### src/rtl/nibble_serial_adder_ctrl_pkg.sv
// ---------------------------------------------------------------------------
// nibble_serial_adder_ctrl_pkg
// Shared definitions for the nibble-serial adder controller and its nibble
// adder: slice width, controller state encoding and the counter-width helper.
// ---------------------------------------------------------------------------
package nibble_serial_adder_ctrl_pkg;

   localparam int NIBBLE_W = 4;

   // 2'd3 is unused; the controller decodes it back to IDLE.
   typedef enum logic [1:0] {
      IDLE = 2'd0,
      RUN  = 2'd1,
      DONE = 2'd2
   } state_e;

   // Ceiling log2 for n >= 1.
   function automatic int clog2(input int n);
      int r;
      r = 0;
      while ((1 << r) < n) r++;
      return r;
   endfunction

   // Nibble counter width; never narrower than one bit.
   function automatic int cnt_w(input int n);
      return (clog2(n) < 1) ? 1 : clog2(n);
   endfunction

endpackage

### src/rtl/nibble_serial_adder_ctrl_nibble_adder.sv
// ---------------------------------------------------------------------------
// nibble_adder
// 4-bit ripple-carry adder built from four full-adder cells.
// Ports:
//   a, b  : 4-bit addends
//   cin   : carry into bit 0
//   s     : 4-bit sum
//   cout  : carry out of bit 3
// ---------------------------------------------------------------------------
module nibble_adder
   import nibble_serial_adder_ctrl_pkg::*;
(
   input  logic [NIBBLE_W-1:0] a,
   input  logic [NIBBLE_W-1:0] b,
   input  logic                cin,
   output logic [NIBBLE_W-1:0] s,
   output logic                cout
);

   logic [NIBBLE_W:0] c;

   assign c[0] = cin;

   for (genvar i = 0; i < NIBBLE_W; i++) begin : g_fa
      assign s[i]   = a[i] ^ b[i] ^ c[i];
      assign c[i+1] = (a[i] & b[i]) | (c[i] & (a[i] ^ b[i]));
   end

   assign cout = c[NIBBLE_W];

endmodule

### src/rtl/nibble_serial_adder_ctrl.sv
// ---------------------------------------------------------------------------
// nibble_serial_adder_ctrl
// Adds or subtracts two W = 4*NIBBLES bit operands by running a single
// nibble adder over NIBBLES cycles, least-significant nibble first, with the
// carry held in a register between nibbles.
// Ports:
//   clock, reset : system clock; asynchronous active-high reset
//   start        : request, accepted in IDLE or DONE
//   sub          : 0 = a + b + cin, 1 = a - b (cin ignored)
//   cin          : carry-in for add
//   a, b         : operands, sampled with start
//   busy         : high while nibbles are being processed
//   done         : one-cycle pulse when sum/cout are updated
//   sum, cout    : registered result, held until the next done
// ---------------------------------------------------------------------------
module nibble_serial_adder_ctrl
   import nibble_serial_adder_ctrl_pkg::*;
#(
   parameter int NIBBLES = 4
) (
   input  logic                        clock,
   input  logic                        reset,
   input  logic                        start,
   input  logic                        sub,
   input  logic                        cin,
   input  logic [NIBBLE_W*NIBBLES-1:0] a,
   input  logic [NIBBLE_W*NIBBLES-1:0] b,
   output logic                        busy,
   output logic                        done,
   output logic [NIBBLE_W*NIBBLES-1:0] sum,
   output logic                        cout
);

   localparam int            W    = NIBBLE_W * NIBBLES;
   localparam int            CW   = cnt_w(NIBBLES);
   localparam logic [CW-1:0] LAST = CW'(NIBBLES - 1);

   state_e              state_q, state_d;
   logic [W-1:0]        a_q, a_d, b_q, b_d;
   logic [W-1:0]        acc_q, acc_d, sum_q, sum_d;
   logic                carry_q, carry_d, cout_q, cout_d;
   logic [CW-1:0]       cnt_q, cnt_d;

   logic                accept, last_nib;
   logic [NIBBLE_W-1:0] nib_a, nib_b, nib_s;
   logic                nib_c;

   // A new request is taken from IDLE, or from DONE for back-to-back ops.
   assign accept   = start && ((state_q == IDLE) || (state_q == DONE));
   assign last_nib = (cnt_q == LAST);

   assign nib_a = a_q[NIBBLE_W*cnt_q +: NIBBLE_W];
   assign nib_b = b_q[NIBBLE_W*cnt_q +: NIBBLE_W];

   nibble_adder u_nibble_adder (
      .a    (nib_a),
      .b    (nib_b),
      .cin  (carry_q),
      .s    (nib_s),
      .cout (nib_c)
   );

   // ---------------- FSM: state register ----------------
   always_ff @(posedge clock or posedge reset) begin
      if (reset) state_q <= IDLE;
      else       state_q <= state_d;
   end

   // ---------------- FSM: next state ----------------
   always_comb begin
      state_d = IDLE;
      case (state_q)
         IDLE:    state_d = start    ? RUN  : IDLE;
         RUN:     state_d = last_nib ? DONE : RUN;
         DONE:    state_d = start    ? RUN  : IDLE;
         default: state_d = IDLE;
      endcase
   end

   // ---------------- FSM: outputs ----------------
   always_comb begin
      busy = (state_q == RUN);
      done = (state_q == DONE);
   end

   assign sum  = sum_q;
   assign cout = cout_q;

   // ---------------- datapath ----------------
   always_comb begin
      a_d     = a_q;
      b_d     = b_q;
      acc_d   = acc_q;
      carry_d = carry_q;
      cnt_d   = cnt_q;
      sum_d   = sum_q;
      cout_d  = cout_q;
      if (accept) begin
         a_d     = a;
         // Subtract as a + ~b + 1.
         b_d     = sub ? ~b : b;
         carry_d = sub | cin;
         cnt_d   = '0;
      end else if (state_q == RUN) begin
         acc_d[NIBBLE_W*cnt_q +: NIBBLE_W] = nib_s;
         carry_d = nib_c;
         if (last_nib) begin
            // acc_d already holds the final nibble.
            sum_d  = acc_d;
            cout_d = nib_c;
         end else begin
            cnt_d = cnt_q + 1'b1;
         end
      end
   end

   always_ff @(posedge clock or posedge reset) begin
      if (reset) begin
         a_q     <= '0;
         b_q     <= '0;
         acc_q   <= '0;
         carry_q <= 1'b0;
         cnt_q   <= '0;
         sum_q   <= '0;
         cout_q  <= 1'b0;
      end else begin
         a_q     <= a_d;
         b_q     <= b_d;
         acc_q   <= acc_d;
         carry_q <= carry_d;
         cnt_q   <= cnt_d;
         sum_q   <= sum_d;
         cout_q  <= cout_d;
      end
   end

endmodule

### config.mk
export PLATFORM = sky130hd
export DESIGN_NAME = nibble_serial_adder_ctrl
export DESIGN_NICKNAME = d
export VERILOG_FILES = /design/src/rtl/nibble_serial_adder_ctrl_pkg.sv /design/src/rtl/nibble_serial_adder_ctrl_nibble_adder.sv /design/src/rtl/nibble_serial_adder_ctrl.sv
export SDC_FILE = /design/constraint.sdc
export NUM_CORES = 1
export LEC_CHECK = 0
export CAP_MARGIN = 30
export CORE_MARGIN = 5
export CORE_UTILIZATION = 53
export DETAILED_ROUTE_END_ITERATION = 10
export HOLD_SLACK_MARGIN = 0.15
export PLACE_DENSITY_LB_ADDON = 0.1
export SLEW_MARGIN = 20
export SYNTH_ARGS = -nofsm -noshare
export SYNTH_HDL_FRONTEND = slang
export SYNTH_SLANG_ARGS = --single-unit
### constraint.sdc
create_clock -name clock -period 3.4 [get_ports clock]
set_input_delay 1.02 -clock clock [delete_from_list [all_inputs] [get_ports clock]]
set_output_delay 1.02 -clock clock [all_outputs]
set_load 0.02 [all_outputs]
==> run_results.csv, run 1 <==
group,metric,value,unit
run_status,status,"complete, no violations",
placement,post-place-ws,401,ps
grt,gr-usage-all-layers,0.178,
timing,setup_viol,0,
routing,routed.top_layer,"met4",
synthesis,syn-cell-area,3450,um^2
timing,relSlewSlack,0.598,
floorplan,ios,56,
routing,wl_per_cell,16.4,um
power,total_power,4.62,mW
clock_network,cts_resized,0,
synthesis,synth_nets,337,
synthesis,ys_types,35,
synthesis,synth-seq-cells,70,
timing,fin_setup_tns,0,ps
power,p_leak,1.86,nW
worst_setup_path,cp-start-kind,"register",
power,power_density,1090,nW/um^2
clock_network,post_cts_buffers,0,
routing,drc,0,
placement,portBuffers,55,
timing,max_freq,330,MHz
clock_network,root_buffer,"clkbuf_8",
routing,drtAntennaViolNets,0,
placement,placed_area,4020,um^2
floorplan,coreArea,6350,um^2
finish,fin_area,4260,um^2
finish,fill_cells,521,
floorplan,die_w,90.7,um
clock_network,clk_path_buf_depth,2,
clock_network,clk_latency,340,ps
synthesis,synth_top_cell_by_area,"dfrtp_1",
timing,maxSlewViolCount,0,
finish,seqCellArea,1750,um^2
grt,grt_antenna_before_repair,0,
worst_setup_path,end_kind,"register",
synthesis,synth_top_area_frac,0.508,
clock_network,ctsHoldBuffers,0,
floorplan,die_h,90.7,um
finish,layout-drive-gt1-share,0.147,
synthesis,synth_area_leaders,"dfrtp_1, mux2_4, mux4_2",
hold_path,hold_class,"reg -> reg",
synthesis,yosysWarnings,0,
power,worst_ir_drop_vdd,0.662,mV
routing,met3WireLength,334,um
placement,routabilityCongestion,0.808,
clock_network,cts_sinks,70,
routing,drt_iter0_drc,57,
timing,skew,11.6,ps
floorplan,rows,29,
grt,grt_max_degree,53,
routing,met2_length,3.52,mm
worst_setup_path,critPathMaxFanout,9,
timing,finalCritPeriodShare,0.892,
clock_network,cts.clk_slew.worst_paths,80,ps
clock_network,htree_levels,3,
worst_setup_path,crit_required,3670,ps
timing,tightest_slew,603,ps
finish,area_growth,23.3,%
finish,layout.nets,389,
routing,m1WireLength,2.98,mm
finish,multi_input_area,1500,um^2
clock_network,cts_tree,"done",
placement,dp_hpwl,4.98,mm
grt,grt_overflow_total,0,
grt,grt_first_pass_wirelength,11.7,mm
floorplan,start_util,0.543,
timing,period_minus_slack,3030,ps
clock_network,cts_made_buffers,9,
synthesis,yosysSeqAreaShare,0.508,
timing,rsz0062_at_grt,"false",
synthesis,synth_cells,290,
worst_setup_path,crit_type,"reg -> reg",
run,maxCapViolations,0,
routing,wl,6.93,mm
synthesis,synth_area_per_cell,11.9,um^2
timing,fin_ws,367,ps
routing,first_pass_iters,4,
floorplan,die-area,8220,um^2
grt,first_global_vias,2424,
worst_setup_path,worstPathArrival,3300,ps
routing,vias,2306,
finish,antenna_cells,0,
timing,hold_viol,0,
routing,routed_via_density,5.45,
## flip-flops by register name, indices dropped and copies added, names as in the netlist
signal and count:
a_q 16, b_q 16, carry_q 1, acc_q 16, state_q 2, cnt_q 2
cout 1, sum 16
## critical path, cell delays in order, from the launching register on
cell	delay, ps
dfrtp_1	530
mux4_2	540
inv_1	80
fa_1	150
inv_1	50
fa_1	350
inv_1	70
fa_1	160
inv_1	50
fa_1	690
a21oi_1	120
a21oi_1	170
## cell type report
class	instances	area share
inverters	14	0.0123
clock buffers	9	0.0291
well taps	77	0.0226
multi-input cells	185	0.353
repair buffers	62	0.145
clock inverters	6	0.0262
flip-flops and latches	70	0.412
## logic make-up after synthesis
logic type | after synthesis | synth area share
adder cells (fa/ha/maj) | 10 | 0.0450
buffers and inverters | 35 | 0.0566
AO/OA/AOI/OAI | 62 | 0.116
XOR/XNOR | 16 | 0.0406
multiplexers | 25 | 0.123
AND/OR/NAND/NOR | 72 | 0.111
flip-flops | 70 | 0.508
## stage by stage
step / hold slack, ps / utilization / instances
CTS: 489 / 0.670 / 423
global placement: 462 / 0.633 / 408
floorplan: 445 / - / 290
global route: 504 / 0.670 / 423
finish: 483 / 0.670 / 423
detailed placement: 474 / 0.633 / 408
## worst paths after layout
path / slack (ps) / depth (start not counted) / from / endpoint
setup reg to reg: 370 / 11 / cnt_q[1] / sum[11]
hold / removal: 480 / 2 / b_q[9] / b_q[9]
min in group asynchronous: 1040 / 2 / reset / sum[14]
setup / recovery: 370 / 11 / cnt_q[1] / sum[11]
hold reg to reg: 480 / 2 / b_q[9] / b_q[9]
max in group asynchronous: 1720 / 3 / reset / b_q[4]
## cell usage in the layout, fill, tap and decap left out, types with 12 or more instances in the layout
cell type,Yosys,final
inv_1,14,13
nand2_1,25,25
nor2_1,16,16
nand2b_1,12,12
a21oi_1,16,16
mux2_4,14,14
o21ai_0,17,17
clkdlybuf4s50_1,0,55
xnor2_1,16,16
dfrtp_1,70,70
## per-layer routing
| layer | global-route usage | up-vias |
|---|---|---|
| met5 | 0 | - |
| met4 | 0.0682 | 0 |
| met3 | 0.0358 | 8 |
| met2 | 0.306 | 56 |
| met1 | 0.219 | 1137 |
| li1 | - | 1105 |
## cell usage after synthesis (all sizes together)
| master | instances |
|---|---|
| xnor2 | 16 |
| nand4b | 1 |
| nor4bb | 1 |
| and4bb | 2 |
| o21a | 2 |
| and4b | 1 |
| a22o | 8 |
| clkbuf | 3 |
| dfrtp | 70 |
| a32o | 8 |
| o221ai | 2 |
| nand2 | 25 |
| o21ai | 19 |
| buf | 18 |
| nor3b | 1 |
| nand2b | 14 |
| and3b | 1 |
| fa | 4 |
| ha | 6 |
| nor3 | 1 |
| mux4 | 8 |
| inv | 14 |
| mux2 | 17 |
| nor2 | 16 |
| a21oi | 16 |
| a31oi | 7 |
| nor2b | 9 |
## report_power, final
part	switching (mW)	total, mW	internal, mW
clock network	0.310	0.793	0.483
registers	0.242	1.46	1.22
logic	1.24	2.36	1.12
total	1.79	4.62	2.82
No activity file was read; power rests on OpenSTA's default activity.
==> run 2, diff against run 1 <==
Settings changed: CORE_UTILIZATION 53 to 52, SKIP_LAST_GASP from default to 1, SLEW_MARGIN 20 to 10, SYNTH_HIERARCHICAL from default to 1.
==> run_results.csv, run 2 <==
group,metric,value,unit
run_status,status,"complete, no violations",
synthesis,synthArstFlopShare,1.00,
clock_network,cts_made_buffers,9,
worst_setup_path,critPathCapture,"sum[7]",
finish,antenna_cells,0,
placement,portBuffers,55,
synthesis,synth_area_leaders,"dfrtp_1, nand2_1, mux4_2",
power,p_int,2.16,mW
power,p_sw,1.47,mW
routing,first_pass_iters,5,
worst_setup_path,crit_type,"reg -> reg",
timing,max_freq,331,MHz
synthesis,yosysMostFrequentCell,"nand2_1",
power,p_leak,1.75,nW
synthesis,netlist_top_cells_count,"nand2_1, dfrtp_1, o21ai_0",
clock_network,root_buffer,"clkbuf_8",
clock_network,post_cts_buffers,0,
floorplan,die-area,7710,um^2
worst_setup_path,crit_chain,"buf_4 -> mux4_2 -> fa_1 -> inv_1 -> fa_1 -> inv_1 -> fa_1 -> inv_1 -> fa_1 -> inv_1 -> nand2_1 -> o211ai_1",
worst_setup_path,critPathMaxFanout,10,
placement,placed_area,3760,um^2
power,share_comb_of_total_power,0.493,
clock_network,cts_sinks,66,
finish,final_cell_mix,"nand2_1, dfrtp_1, clkdlybuf4s50_1",
synthesis,yosysSeqAreaShare,0.524,
routing,wl,6.29,mm
routing,vias,2271,
finish,area_growth,24.4,%
power,p_sw_frac,0.405,
clock_network,clk_latency,340,ps
clock_network,htree_levels,3,
worst_setup_path,worst_path_largest_cell_delay,420,ps
floorplan,rows,28,
synthesis,syn-cell-area,3150,um^2
synthesis,synth-seq-cells,66,
worst_setup_path,end_kind,"register",
worst_setup_path,r2r_end,"sum[7]",
worst_setup_path,cpMaxStageDelayCell,"fa_1",
hold_path,hold_class,"reg -> reg",
routing,drc,0,
timing,tightest_slew,918,ps
floorplan,start_util,0.532,
synthesis,ys.flop_type,"dfrtp_1",
synthesis,ys_types,31,
timing,maxSlewViolCount,0,
timing,skew,5.22,ps
power,seqPwrFrac,0.354,
synthesis,synth_edf_count,0,
grt,grt_overflow_total,0,
clock_network,cts_resized,0,
placement,routabilityCongestion,0.774,
finish,layout.nets,406,
floorplan,die_w,87.8,um
synthesis,synth_top_area_frac,0.524,
finish,fin_area,3920,um^2
grt,gr-usage-all-layers,0.185,
grt,grt_antenna_before_repair,0,
synthesis,synth_area_per_cell,10.5,um^2
synthesis,yosysWarnings,6,
worst_setup_path,path_buf_inv,5,
clock_network,cts.clk_slew.worst_paths,70,ps
worst_setup_path,r2r_setup_slack,380,ps
synthesis,synth_nets,347,
floorplan,die_h,87.8,um
grt,grt_max_degree,51,
synthesis,synth_top_cell_by_area,"dfrtp_1",
timing,period_minus_slack,3020,ps
worst_setup_path,crit_required,3660,ps
timing,fin_setup_tns,0,ps
floorplan,coreArea,5920,um^2
finish,layout-drive-gt1-share,0.0882,
placement,dp_hpwl,4.50,mm
clock_network,ctsHoldBuffers,0,
clock_network,cts_tree,"done",
routing,drt_iter0_drc,74,
floorplan,ios,56,
power,clock_power_share,0.153,
run,maxCapViolations,0,
worst_setup_path,crit_cells,12,
worst_setup_path,crit_path_start,"cnt_q[0]",
clock_network,clk_path_buf_depth,2,
worst_setup_path,critPathTopFamily,"adder cells",
timing,finalCritPeriodShare,0.888,
grt,grt_first_pass_wirelength,10.8,mm
synthesis,synth_cells,301,
routing,drtAntennaViolNets,0,
routing,wl_per_cell,14.4,um
timing,relSlewSlack,0.386,
routing,routed_via_density,5.18,
worst_setup_path,r2r-start,"cnt_q[0]",
power,worst_ir_drop_vdd,0.508,mV
grt,first_global_vias,2319,
power,power_density,925,nW/um^2
worst_setup_path,cp-start-kind,"register",
timing,setup_viol,0,
finish,final_common_cell,"nand2_1",
timing,hold_viol,0,
worst_setup_path,worstPathArrival,3270,ps
timing,rsz0062_at_grt,"false",
worst_setup_path,reg2regPathDepth,12,
## run 2: cell count changes in the layout (fill, tap and decap cells not counted), moves of 7 or more
cell / previous run / this run
nand2_1: 25 / 90
a21oi_1: 16 / 2
mux2_4: 14 / 0
nand2b_1: 12 / 1
a22o_1: 8 / 0
o2bb2ai_1: 0 / 8
a31oi_1: 7 / 0
nor2b_1: 9 / 2
o211ai_1: 0 / 7
## run 2: cell families after synthesis
logic type	Yosys count	synth area share
flops	66	0.524
buf+inv	32	0.0501
mux	10	0.0636
fa+ha+maj	9	0.0453
simple gates	121	0.169
compound gates	46	0.101
xor+xnor	17	0.0473
## run 2: through the flow
stage | util | power, mW | worst slack [ps] | hold WS (ps) | cells
2_1_floorplan | - | 2.53 | 425 | 440 | 301
3_3_place_gp | 0.636 | 3.06 | 495 | 457 | 424
3_5_place_dp | 0.636 | 3.11 | 397 | 460 | 424
4_1_cts | 0.661 | 3.66 | 365 | 475 | 438
5_1_grt | 0.661 | 3.93 | 161 | 501 | 438
6_report | 0.661 | 3.62 | 382 | 470 | 438
## run 2: worst min path at each step
| stage | start | end | slack, ps | cells past startpoint |
|---|---|---|---|---|
| final | a_q[14] | a_q[14] | 470 | 2 |
| after floorplan | a_q[10] | a_q[10] | 440 | 2 |
| after global placement | a_q[14] | a_q[14] | 460 | 2 |
| after CTS | a_q[14] | a_q[14] | 480 | 2 |
| after detailed placement | a_q[14] | a_q[14] | 460 | 2 |
| after global routing | a_q[12] | a_q[12] | 500 | 2 |
## run 2: worst reg2reg max path, cell delays in order, from the launching register on
cell and delay (ps):
dfrtp_1 390, buf_4 210, mux4_2 350, fa_1 420, inv_1 80, fa_1 180
inv_1 50, fa_1 360, inv_1 80, fa_1 400, inv_1 150, nand2_1 90
o211ai_1 180
## run 2: area by class of cell
class	instances	area (um^2)
Inverter	16	60.1
Timing Repair Buffer	64	618
Tap cell	75	93.8
Clock buffer	14	153
Fill cell	495	2000
Sequential cell	66	1650
Multi-Input combinational cell	203	1340
## run 2: metal layers
| layer | up-vias | routed length [um] | track usage |
|---|---|---|---|
| li1 | 1126 | - | - |
| met5 | - | 0 | 0 |
| met3 | 11 | 328 | 0.0480 |
| met2 | 53 | 2990 | 0.300 |
| met4 | 0 | 119 | 0.0753 |
| met1 | 1081 | 2860 | 0.237 |
## run 2: power by group through the flow
stage	Sequential, mW	Combinational (mW)	Clock (mW)
2_1_floorplan	1.34	1.18	0
5_1_grt	1.33	2.00	0.601
3_5_place_dp	1.30	1.81	0
3_3_place_gp	1.29	1.77	0
4_1_cts	1.29	1.81	0.564
6_report	1.28	1.78	0.555
